[config.mk]
export PLATFORM = sky130hd
export DESIGN_NAME = vlc_bit_packer_flat
export DESIGN_NICKNAME = d
export VERILOG_FILES = /design/src/rtl/vlc_bit_packer_if.sv /design/src/rtl/vlc_bit_packer.sv /design/src/flat_wrapper.sv
export SDC_FILE = /design/constraint.sdc
export NUM_CORES = 1
export LEC_CHECK = 0
export ABC_AREA = 0
export CAP_MARGIN = 30
export CORE_UTILIZATION = 61
export DETAILED_ROUTE_END_ITERATION = 16
export GPL_ROUTABILITY_DRIVEN = 0
export GPL_TIMING_DRIVEN = 0
export PLACE_DENSITY = 0.87
export SETUP_SLACK_MARGIN = 0.05
export SLEW_MARGIN = 20
export SYNTH_ARGS = -nofsm -noshare
export SYNTH_HDL_FRONTEND = slang
export SYNTH_SLANG_ARGS = --single-unit
[constraint.sdc]
create_clock -name clk -period 4.3 [get_ports clk]
set_clock_uncertainty 0.05 [all_clocks]
set_input_delay 0.86 -clock clk [delete_from_list [all_inputs] [get_ports clk]]
set_output_delay 0.86 -clock clk [all_outputs]
set_load 0.01 [all_outputs]
[src/rtl/vlc_bit_packer_if.sv]
//------------------------------------------------------------------------------
// Module  : vlc_bit_packer_if
// Brief   : Symbol input, VLC table port and packed-word output of the packer.
// Rev     : 1.0  initial release
//------------------------------------------------------------------------------
`default_nettype none

interface vlc_bit_packer_if #(
  parameter int SYM_W = 8,
  parameter int SEG_W = 4,
  parameter int OUT_W = 32
);
  localparam int BYTES_W = $clog2(OUT_W / 8) + 1;

  logic                   in_valid;
  logic [SYM_W-1:0]       in_data;
  logic                   in_last;
  logic                   in_ready;

  logic [SYM_W+SEG_W-1:0] vlc_addr;
  logic [21:0]            vlc_dout;

  logic                   out_valid;
  logic [OUT_W-1:0]       out_data;
  logic                   out_last;
  logic [BYTES_W-1:0]     out_bytes;
  logic                   out_ready;

  // master: the packer itself; slave: symbol source, table RAM and stream writer
  modport master (
    input  in_valid, in_data, in_last, vlc_dout, out_ready,
    output in_ready, vlc_addr, out_valid, out_data, out_last, out_bytes
  );

  modport slave (
    output in_valid, in_data, in_last, vlc_dout, out_ready,
    input  in_ready, vlc_addr, out_valid, out_data, out_last, out_bytes
  );
endinterface

`default_nettype wire

[src/rtl/vlc_bit_packer.sv]
//------------------------------------------------------------------------------
// Module  : vlc_bit_packer
// Brief   : Walks VLC table segments per symbol and packs code bits MSB-first
//           into OUT_W-bit words. Optional VLC_PACK_BITCNT_EN adds total_bits.
// Rev     : 1.0  initial release
//------------------------------------------------------------------------------
`default_nettype none

module vlc_bit_packer #(
  parameter int SYM_W = 8,
  parameter int SEG_W = 4,
  parameter int OUT_W = 32
) (
  input  wire logic        clk,
  input  wire logic        rstN,
  input  wire logic        enc_start,
  output logic             enc_done,
  output logic             err_len,
  vlc_bit_packer_if.master bus
`ifdef VLC_PACK_BITCNT_EN
  ,
  output logic [31:0]      total_bits
`endif
);

  localparam int ACC_W   = OUT_W + 16;
  localparam int CNT_W   = $clog2(ACC_W);
  localparam int BYTES_W = $clog2(OUT_W / 8) + 1;

  localparam logic [CNT_W-1:0]   c_OUT_W_CNT  = CNT_W'(OUT_W);
  localparam logic [BYTES_W-1:0] c_FULL_BYTES = BYTES_W'(OUT_W / 8);
  localparam logic [SEG_W-1:0]   c_SEG_MAX    = {SEG_W{1'b1}};

  typedef enum logic [2:0] {
    S_IDLE   = 3'd0,
    S_ACCEPT = 3'd1,
    S_RD     = 3'd2,
    S_APPEND = 3'd3,
    S_FLUSH  = 3'd4,
    S_DONE   = 3'd5
  } state_t;

  state_t           r_state;
  logic [ACC_W-1:0] r_acc;
  logic [CNT_W-1:0] r_cnt;
  logic             r_last;

  logic             w_ext;
  logic [4:0]       w_len;
  logic [15:0]      w_code;
  logic [15:0]      w_code_al;
  logic             w_len_ok;
  logic             w_active;
  logic             w_full;
  logic             w_emit;
  logic             w_final;
  logic             w_append;
  logic             w_seg_end;
  logic [SEG_W-1:0] w_seg;
  logic [BYTES_W-1:0] w_tail_bytes;
  logic [CNT_W-1:0] w_cnt_base;
  logic [CNT_W-1:0] w_cnt_next;
  logic [ACC_W-1:0] w_acc_base;
  logic [ACC_W-1:0] w_acc_next;
  logic [ACC_W-1:0] w_ins;

  assign w_ext    = bus.vlc_dout[21];
  assign w_len    = bus.vlc_dout[20:16];
  assign w_code   = bus.vlc_dout[15:0];
  assign w_len_ok = (w_len != 5'd0) && (w_len <= 5'd16);
  assign w_seg    = bus.vlc_addr[SEG_W-1:0];

  // Shifting left by (16-len) drops any stray bits above the segment length
  assign w_code_al = w_code << (5'd16 - w_len);

  assign w_active  = (r_state != S_IDLE) && (r_state != S_DONE);
  assign w_full    = (r_cnt >= c_OUT_W_CNT);
  assign w_emit    = w_active && w_full && !bus.out_valid;
  assign w_final   = (r_state == S_FLUSH) && !w_full && !bus.out_valid;
  assign w_append  = (r_state == S_APPEND) && !w_full && w_len_ok;
  assign w_seg_end = (r_state == S_APPEND) && !w_full &&
                     (!w_len_ok || !w_ext || (w_seg == c_SEG_MAX));

  assign w_tail_bytes = BYTES_W'((r_cnt + CNT_W'(7)) >> 3);

  assign bus.in_ready = (r_state == S_ACCEPT) && !w_full;

  always_comb begin
    w_cnt_base = r_cnt;
    w_acc_base = r_acc;
    if (w_emit) begin
      w_cnt_base = r_cnt - c_OUT_W_CNT;
      w_acc_base = r_acc << OUT_W;
    end
    w_ins      = {w_code_al, {OUT_W{1'b0}}} >> w_cnt_base;
    w_acc_next = w_acc_base;
    w_cnt_next = w_cnt_base;
    if (w_append) begin
      w_acc_next = w_acc_base | w_ins;
      w_cnt_next = w_cnt_base + CNT_W'(w_len);
    end
    if (w_final) begin
      w_acc_next = '0;
      w_cnt_next = '0;
    end
  end

`ifdef VLC_PACK_BITCNT_EN
  logic [32:0] w_bits_sum;
  assign w_bits_sum = {1'b0, total_bits} + 33'(w_len);
`endif

  always_ff @(posedge clk or negedge rstN) begin
    if (!rstN) begin
      r_state       <= S_IDLE;
      r_acc         <= '0;
      r_cnt         <= '0;
      r_last        <= 1'b0;
      enc_done      <= 1'b0;
      err_len       <= 1'b0;
      bus.vlc_addr  <= '0;
      bus.out_valid <= 1'b0;
      bus.out_data  <= '0;
      bus.out_last  <= 1'b0;
      bus.out_bytes <= '0;
`ifdef VLC_PACK_BITCNT_EN
      total_bits    <= '0;
`endif
    end else if (enc_start) begin
      // Restart wins over everything, including a same-cycle symbol handshake
      r_state       <= S_ACCEPT;
      r_acc         <= '0;
      r_cnt         <= '0;
      enc_done      <= 1'b0;
      err_len       <= 1'b0;
      bus.out_valid <= 1'b0;
      bus.out_last  <= 1'b0;
`ifdef VLC_PACK_BITCNT_EN
      total_bits    <= '0;
`endif
    end else begin
      r_acc <= w_acc_next;
      r_cnt <= w_cnt_next;

      if (bus.out_valid && bus.out_ready) begin
        bus.out_valid <= 1'b0;
        bus.out_last  <= 1'b0;
      end
      if (w_emit || w_final) begin
        bus.out_valid <= 1'b1;
        bus.out_data  <= r_acc[ACC_W-1 -: OUT_W];
        bus.out_bytes <= w_emit ? c_FULL_BYTES : w_tail_bytes;
        bus.out_last  <= w_final;
      end

`ifdef VLC_PACK_BITCNT_EN
      if (w_append)
        total_bits <= w_bits_sum[32] ? 32'hFFFF_FFFF : w_bits_sum[31:0];
`endif

      case (r_state)
        S_ACCEPT: begin
          if (bus.in_valid && bus.in_ready) begin
            r_last       <= bus.in_last;
            bus.vlc_addr <= {bus.in_data, {SEG_W{1'b0}}};
            r_state      <= S_RD;
          end
        end
        S_RD: r_state <= S_APPEND;
        S_APPEND: begin
          if (!w_full) begin
            if (!w_len_ok)
              err_len <= 1'b1;
            else if (w_ext && (w_seg != c_SEG_MAX)) begin
              bus.vlc_addr <= {bus.vlc_addr[SYM_W+SEG_W-1:SEG_W], w_seg + SEG_W'(1)};
              r_state      <= S_RD;
            end else if (w_ext)
              err_len <= 1'b1;
            if (w_seg_end)
              r_state <= r_last ? S_FLUSH : S_ACCEPT;
          end
        end
        S_FLUSH: begin
          if (bus.out_valid && bus.out_ready && bus.out_last) begin
            r_state  <= S_DONE;
            enc_done <= 1'b1;
          end
        end
        default: ;
      endcase
    end
  end

endmodule

`default_nettype wire
[src/flat_wrapper.sv]
// flat-port wrapper written by rule: the top's interface ports become plain ports
module vlc_bit_packer_flat 
#(
  parameter int SYM_W = 8,
  parameter int SEG_W = 4,
  parameter int OUT_W = 32
)
  (clk, rstN, enc_start, enc_done, err_len, bus_in_valid, bus_in_data, bus_in_last, bus_vlc_dout, bus_out_ready, bus_in_ready, bus_vlc_addr, bus_out_valid, bus_out_data, bus_out_last, bus_out_bytes);
  vlc_bit_packer_if #(.SYM_W(SYM_W), .SEG_W(SEG_W), .OUT_W(OUT_W)) bus_i ();
  input  wire logic clk;
  input  wire logic rstN;
  input  wire logic enc_start;
  output logic enc_done;
  output logic err_len;
  input wire logic [$bits(bus_i.in_valid)-1:0] bus_in_valid;
  input wire logic [$bits(bus_i.in_data)-1:0] bus_in_data;
  input wire logic [$bits(bus_i.in_last)-1:0] bus_in_last;
  input wire logic [$bits(bus_i.vlc_dout)-1:0] bus_vlc_dout;
  input wire logic [$bits(bus_i.out_ready)-1:0] bus_out_ready;
  output wire logic [$bits(bus_i.in_ready)-1:0] bus_in_ready;
  output wire logic [$bits(bus_i.vlc_addr)-1:0] bus_vlc_addr;
  output wire logic [$bits(bus_i.out_valid)-1:0] bus_out_valid;
  output wire logic [$bits(bus_i.out_data)-1:0] bus_out_data;
  output wire logic [$bits(bus_i.out_last)-1:0] bus_out_last;
  output wire logic [$bits(bus_i.out_bytes)-1:0] bus_out_bytes;
  assign bus_i.in_valid = bus_in_valid;
  assign bus_i.in_data = bus_in_data;
  assign bus_i.in_last = bus_in_last;
  assign bus_i.vlc_dout = bus_vlc_dout;
  assign bus_i.out_ready = bus_out_ready;
  assign bus_in_ready = bus_i.in_ready;
  assign bus_vlc_addr = bus_i.vlc_addr;
  assign bus_out_valid = bus_i.out_valid;
  assign bus_out_data = bus_i.out_data;
  assign bus_out_last = bus_i.out_last;
  assign bus_out_bytes = bus_i.out_bytes;
  vlc_bit_packer #(.SYM_W(SYM_W), .SEG_W(SEG_W), .OUT_W(OUT_W)) u_core (.clk(clk), .rstN(rstN), .enc_start(enc_start), .enc_done(enc_done), .err_len(err_len), .bus(bus_i));
endmodule
==> results of run 1 <==
-- cell usage after synthesis (3+ instances only) --
master | instances | area (um2)
dfrtp_1 | 109 | 2728
nand2_1 | 95 | 356.6
nor2_1 | 54 | 202.7
mux2_2 | 43 | 484.2
mux2i_1 | 36 | 360.4
a21oi_1 | 32 | 160.2
o21ai_0 | 32 | 160.2
clkbuf_1 | 23 | 86.33
nand3_1 | 20 | 100.1
nor3_1 | 19 | 95.09
inv_1 | 12 | 45.04
mux4_2 | 12 | 270.3
o22ai_1 | 12 | 75.07
a31oi_1 | 11 | 68.82
nor2b_1 | 9 | 56.30
buf_2 | 8 | 40.04
buf_6 | 8 | 90.09
a22oi_1 | 7 | 52.55
clkbuf_8 | 7 | 96.34
ha_1 | 7 | 87.58
nand2b_1 | 7 | 43.79
o211ai_1 | 7 | 52.55
a211oi_1 | 6 | 45.04
o2bb2ai_1 | 6 | 52.55
xor2_1 | 6 | 52.55
a21o_1 | 5 | 37.54
buf_1 | 5 | 18.77
nand4_1 | 5 | 31.28
or2_2 | 5 | 31.28
a22o_1 | 4 | 35.03
and2_1 | 4 | 25.02
o21a_1 | 4 | 30.03
o32ai_1 | 4 | 35.03
xnor2_1 | 4 | 35.03
a32oi_1 | 3 | 26.28
nor3b_1 | 3 | 22.52
nor4_1 | 3 | 18.77
o21ai_1 | 3 | 15.01
o221ai_1 | 3 | 26.28
o31ai_1 | 3 | 22.52
or3_1 | 3 | 18.77
-- flip-flops by register name, summed over array words and instances (netlist names) --
| register | flops |
|---|---|
| u_core.bus.out_bytes | 3 |
| u_core.bus.out_last | 1 |
| u_core.err_len | 1 |
| u_core.bus.out_valid | 1 |
| u_core.r_state | 3 |
| u_core.bus.out_data | 32 |
| u_core.enc_done | 1 |
| u_core.bus.vlc_addr | 12 |
| u_core.r_acc | 48 |
| u_core.r_last | 1 |
| u_core.r_cnt | 6 |
-- logic make-up (layout without fill, tap and decap cells) --
| family | after synthesis | in the layout |
|---|---|---|
| XOR/XNOR | 12 | 12 |
| adder cells (fa/ha/maj) | 8 | 8 |
| AND/OR/NAND/NOR | 242 | 242 |
| AO/OA/AOI/OAI | 177 | 177 |
| flip-flops | 109 | 109 |
| multiplexers | 94 | 94 |
| buffers and inverters | 68 | 177 |
-- power breakdown --
group | internal [W] | leakage [nW] | total, W | switching (W)
clock network | 0.000466 | 0.155 | 0.000877 | 0.000411
registers | 0.00109 | 1.50 | 0.00114 | 0.0000459
logic | 0.000354 | 1.92 | 0.000797 | 0.000444
-- final cells by class --
cell class | count | area share [%]
inverter | 15 | 0.6948
buffer | 53 | 4.272
timing repair buffer | 93 | 11.07
multi-input combinational | 533 | 45.96
clock buffer | 9 | 2.661
tap | 140 | 2.069
sequential | 109 | 32.22
clock inverter | 7 | 1.050
-- how the worst min path moves through the flow --
stage,startpoint,endpoint,slack [ns],depth (start not counted)
2_1_floorplan,u_core.r_acc[13]$_DFF_PN0_,u_core.r_acc[13]$_DFF_PN0_,0.40,2
3_3_place_gp,u_core.bus.vlc_addr[9]$_DFFE_PN0P_,u_core.bus.vlc_addr[9]$_DFFE_PN0P_,0.40,2
3_5_place_dp,u_core.bus.vlc_addr[10]$_DFFE_PN0P_,u_core.bus.vlc_addr[10]$_DFFE_PN0P_,0.42,2
4_1_cts,rstN,u_core.r_acc[46]$_DFF_PN0_,0.39,1
5_1_grt,rstN,u_core.bus.out_data[30]$_DFFE_PN0P_,0.40,1
6_report,rstN,u_core.bus.out_data[7]$_DFFE_PN0P_,0.38,1
-- worst max-delay path, stage by stage --
cell             delay, ns
clkdlybuf4s50_1       0.58
inv_1                 0.15
ha_4                  0.31
buf_6                 0.13
buf_12                0.14
mux4_2                0.32
and2_1                0.19
o21bai_1              0.20
a21oi_2               0.21
mux2i_2               0.11
mux2_2                0.31
mux4_2                0.50
a221o_1               0.33
-- routing by layer --
layer / track usage, % / vias up
met1: 43.07 / 3025
met3: 6.389 / 100
met5: 0 / -
met2: 57.05 / 409
met4: 18.82 / 0
li1: - / 2825
-- metrics by stage --
stage / power (W) / setup WS (ns) / setup TNS, ns / std cells / utilization [%]
after detailed placement: 0.001894 / -0.6156 / -13.52 / 938 / 72.91
after floorplan: 0.001594 / 0.4366 / 0 / 710 / -
final: 0.002810 / 0.1229 / 0 / 959 / 77.40
after global routing: 0.002910 / 0.009533 / 0 / 959 / 77.40
after CTS: 0.002782 / 0.06920 / 0 / 959 / 76.97
after global placement: 0.001865 / -1.556 / -178.61 / 937 / 72.64
-- repair_timing --
item | 4_1_cts | 5_1_grt
setup buffers | 4 | 0
setup endpoints to repair | 27 | 25
pin swaps | 3 | 1
gates cloned | 1 | 0
gates resized for setup | 16 | 11
hold buffers | 0 | 0
-- placed cells by master, fill, tap and decap left out, types with 5 or more instances in the layout --
cell,synthesis,routed
clkbuf_8,7,7
nand2_1,95,95
o211ai_1,7,7
nand3_1,20,20
a31oi_1,11,11
o22ai_1,12,11
o2bb2ai_1,6,5
xor2_1,6,6
nor2_1,54,54
buf_6,8,7
buf_2,8,8
inv_1,12,12
o21ai_0,32,32
ha_1,7,6
buf_4,2,6
or2_2,5,5
clkdlybuf4s50_1,0,85
clkbuf_1,23,23
nand4_1,5,5
clkbuf_16,0,9
a21o_1,5,5
a211oi_1,6,6
mux2i_1,36,30
nor2b_1,9,9
a21oi_1,32,32
mux4_2,12,12
buf_1,5,5
dfrtp_1,109,109
nor3_1,19,19
a22oi_1,7,7
mux2_2,43,43
nand2b_1,7,7
==> results_dict.tcl, run 1 <==
set metrics [dict create \
    synth_mux_area_share_pct 16.91 \
    ctsLongestPathBuffers 2 \
    arrival_ns 4.36 \
    wl_met2_um 9595 \
    fillers 735 \
    die_w_um 108.3 \
    synth_top_family_by_area "compound AO/OA/AOI/OAI gates" \
    reg2reg_from "u_core.r_state[2]$_DFFE_PN0P_" \
    rsz0062_at_grt "no" \
    portBuffers 87 \
    synth_seq_area_share_pct 39.54 \
    r2r-end "u_core.r_acc[26]$_DFF_PN0_" \
    ant_nets 0 \
    synth-xor-area-share_pct 1.905 \
    path_class "in -> reg" \
    worst_slew_pin_slew_ns 0.8239 \
    h-tree-depth 3 \
    syn-num-nets 754 \
    io_pins 88 \
    cts_root_buf "clkbuf_16" \
    grt.total_usage_pct 34.58 \
    dp_hpwl_um 14430 \
    worstSkewPairLatency_ns 0.35 \
    cp-endpoint "u_core.r_acc[18]$_DFF_PN0_" \
    grt_pass1_wl_um 31070 \
    first_global_vias 6087 \
    met3_length_um 1595 \
    core_um2 10940 \
    crit_required_ns 4.48 \
    layout.nets 858 \
    layout-drive-gt1-share_pct 17.34 \
    status "completed" \
    synthCells 710 \
    rows 38 \
    reg2reg_depth 9 \
    hold_ws_ns 0.3765 \
    dr.pass1.iters 7 \
    grt_max_degree 67 \
    grt-ovfl-total 0 \
    critPathLaunchType "input port" \
    netlist_area_um2 6898 \
    final-hold-violation-count 0 \
    routedWlPerCell_um 20.54 \
    diodes 0 \
    synth_adder_area_share_pct 1.560 \
    synthDistinctLibCells 87 \
    chipHeight_um 108.3 \
    multi_input_area_um2 3890 \
    slew_viol_final 0 \
    postSynth.asyncResetShare_pct 100.0 \
    area_growth_pct 22.71 \
    drtIter0Drc 641 \
    synth_compound_area_share_pct 18.01 \
    top_layer "met4" \
    tritoncts "built" \
    synth_seq_cells 109 \
    power_density_nw_per_um2 332.0 \
    cap_violations 0 \
    cp-startpoint "bus_vlc_dout[17]" \
    drc 0 \
    vias 6359 \
    viasPerCell 6.631 \
    finalCritPeriodShare_pct 97.14 \
    fmax_mhz 239.4 \
    min_period_ns 4.177 \
    stdcell_area_um2 8464 \
    synth-edff-count 0 \
    setup_viol 0 \
    worst_setup_path_end_kind "register" \
    cts_sinks 109 \
    rrSetupSlack_ns 0.78 \
    cts_buffers 9 \
    worst_hold_path_type "in -> async" \
    clkTransAtPathRegs_ns 0.07 \
    irDropWorstVdd_mv 0.2962 \
    synth_flop_cell "dfrtp_1" \
    yosys.area_share.simple_pct 16.23 \
    p_leak_nw 3.576 \
    post_dp_cell_area_um2 7973 \
    wl_met1_um 7488 \
    start_util_pct 63.08 \
    crit_fanout 10 \
    relSlewSlack_pct 45.07 \
    syn_avg_cell_area_um2 9.715 \
    routed_wl_um 19700 \
    dieArea_um2 11740 \
    yosysWarningCount 0 \
    antenna_found_initial 0 \
    seqCellArea_um2 2728 \
]
Note: power is estimated with default switching activity, not from simulation.
==> inputs of run 2 (changes only) <==
--- a/config.mk
+++ b/config.mk
@@ -11,6 +11,7 @@
 export DETAILED_ROUTE_END_ITERATION = 16
 export GPL_ROUTABILITY_DRIVEN = 0
 export GPL_TIMING_DRIVEN = 0
+export HOLD_SLACK_MARGIN = 0.06
 export PLACE_DENSITY = 0.87
 export SETUP_SLACK_MARGIN = 0.05
 export SLEW_MARGIN = 20
==> results of run 2 <==
Final layout, timing and power as in run 1 (identical DEF).
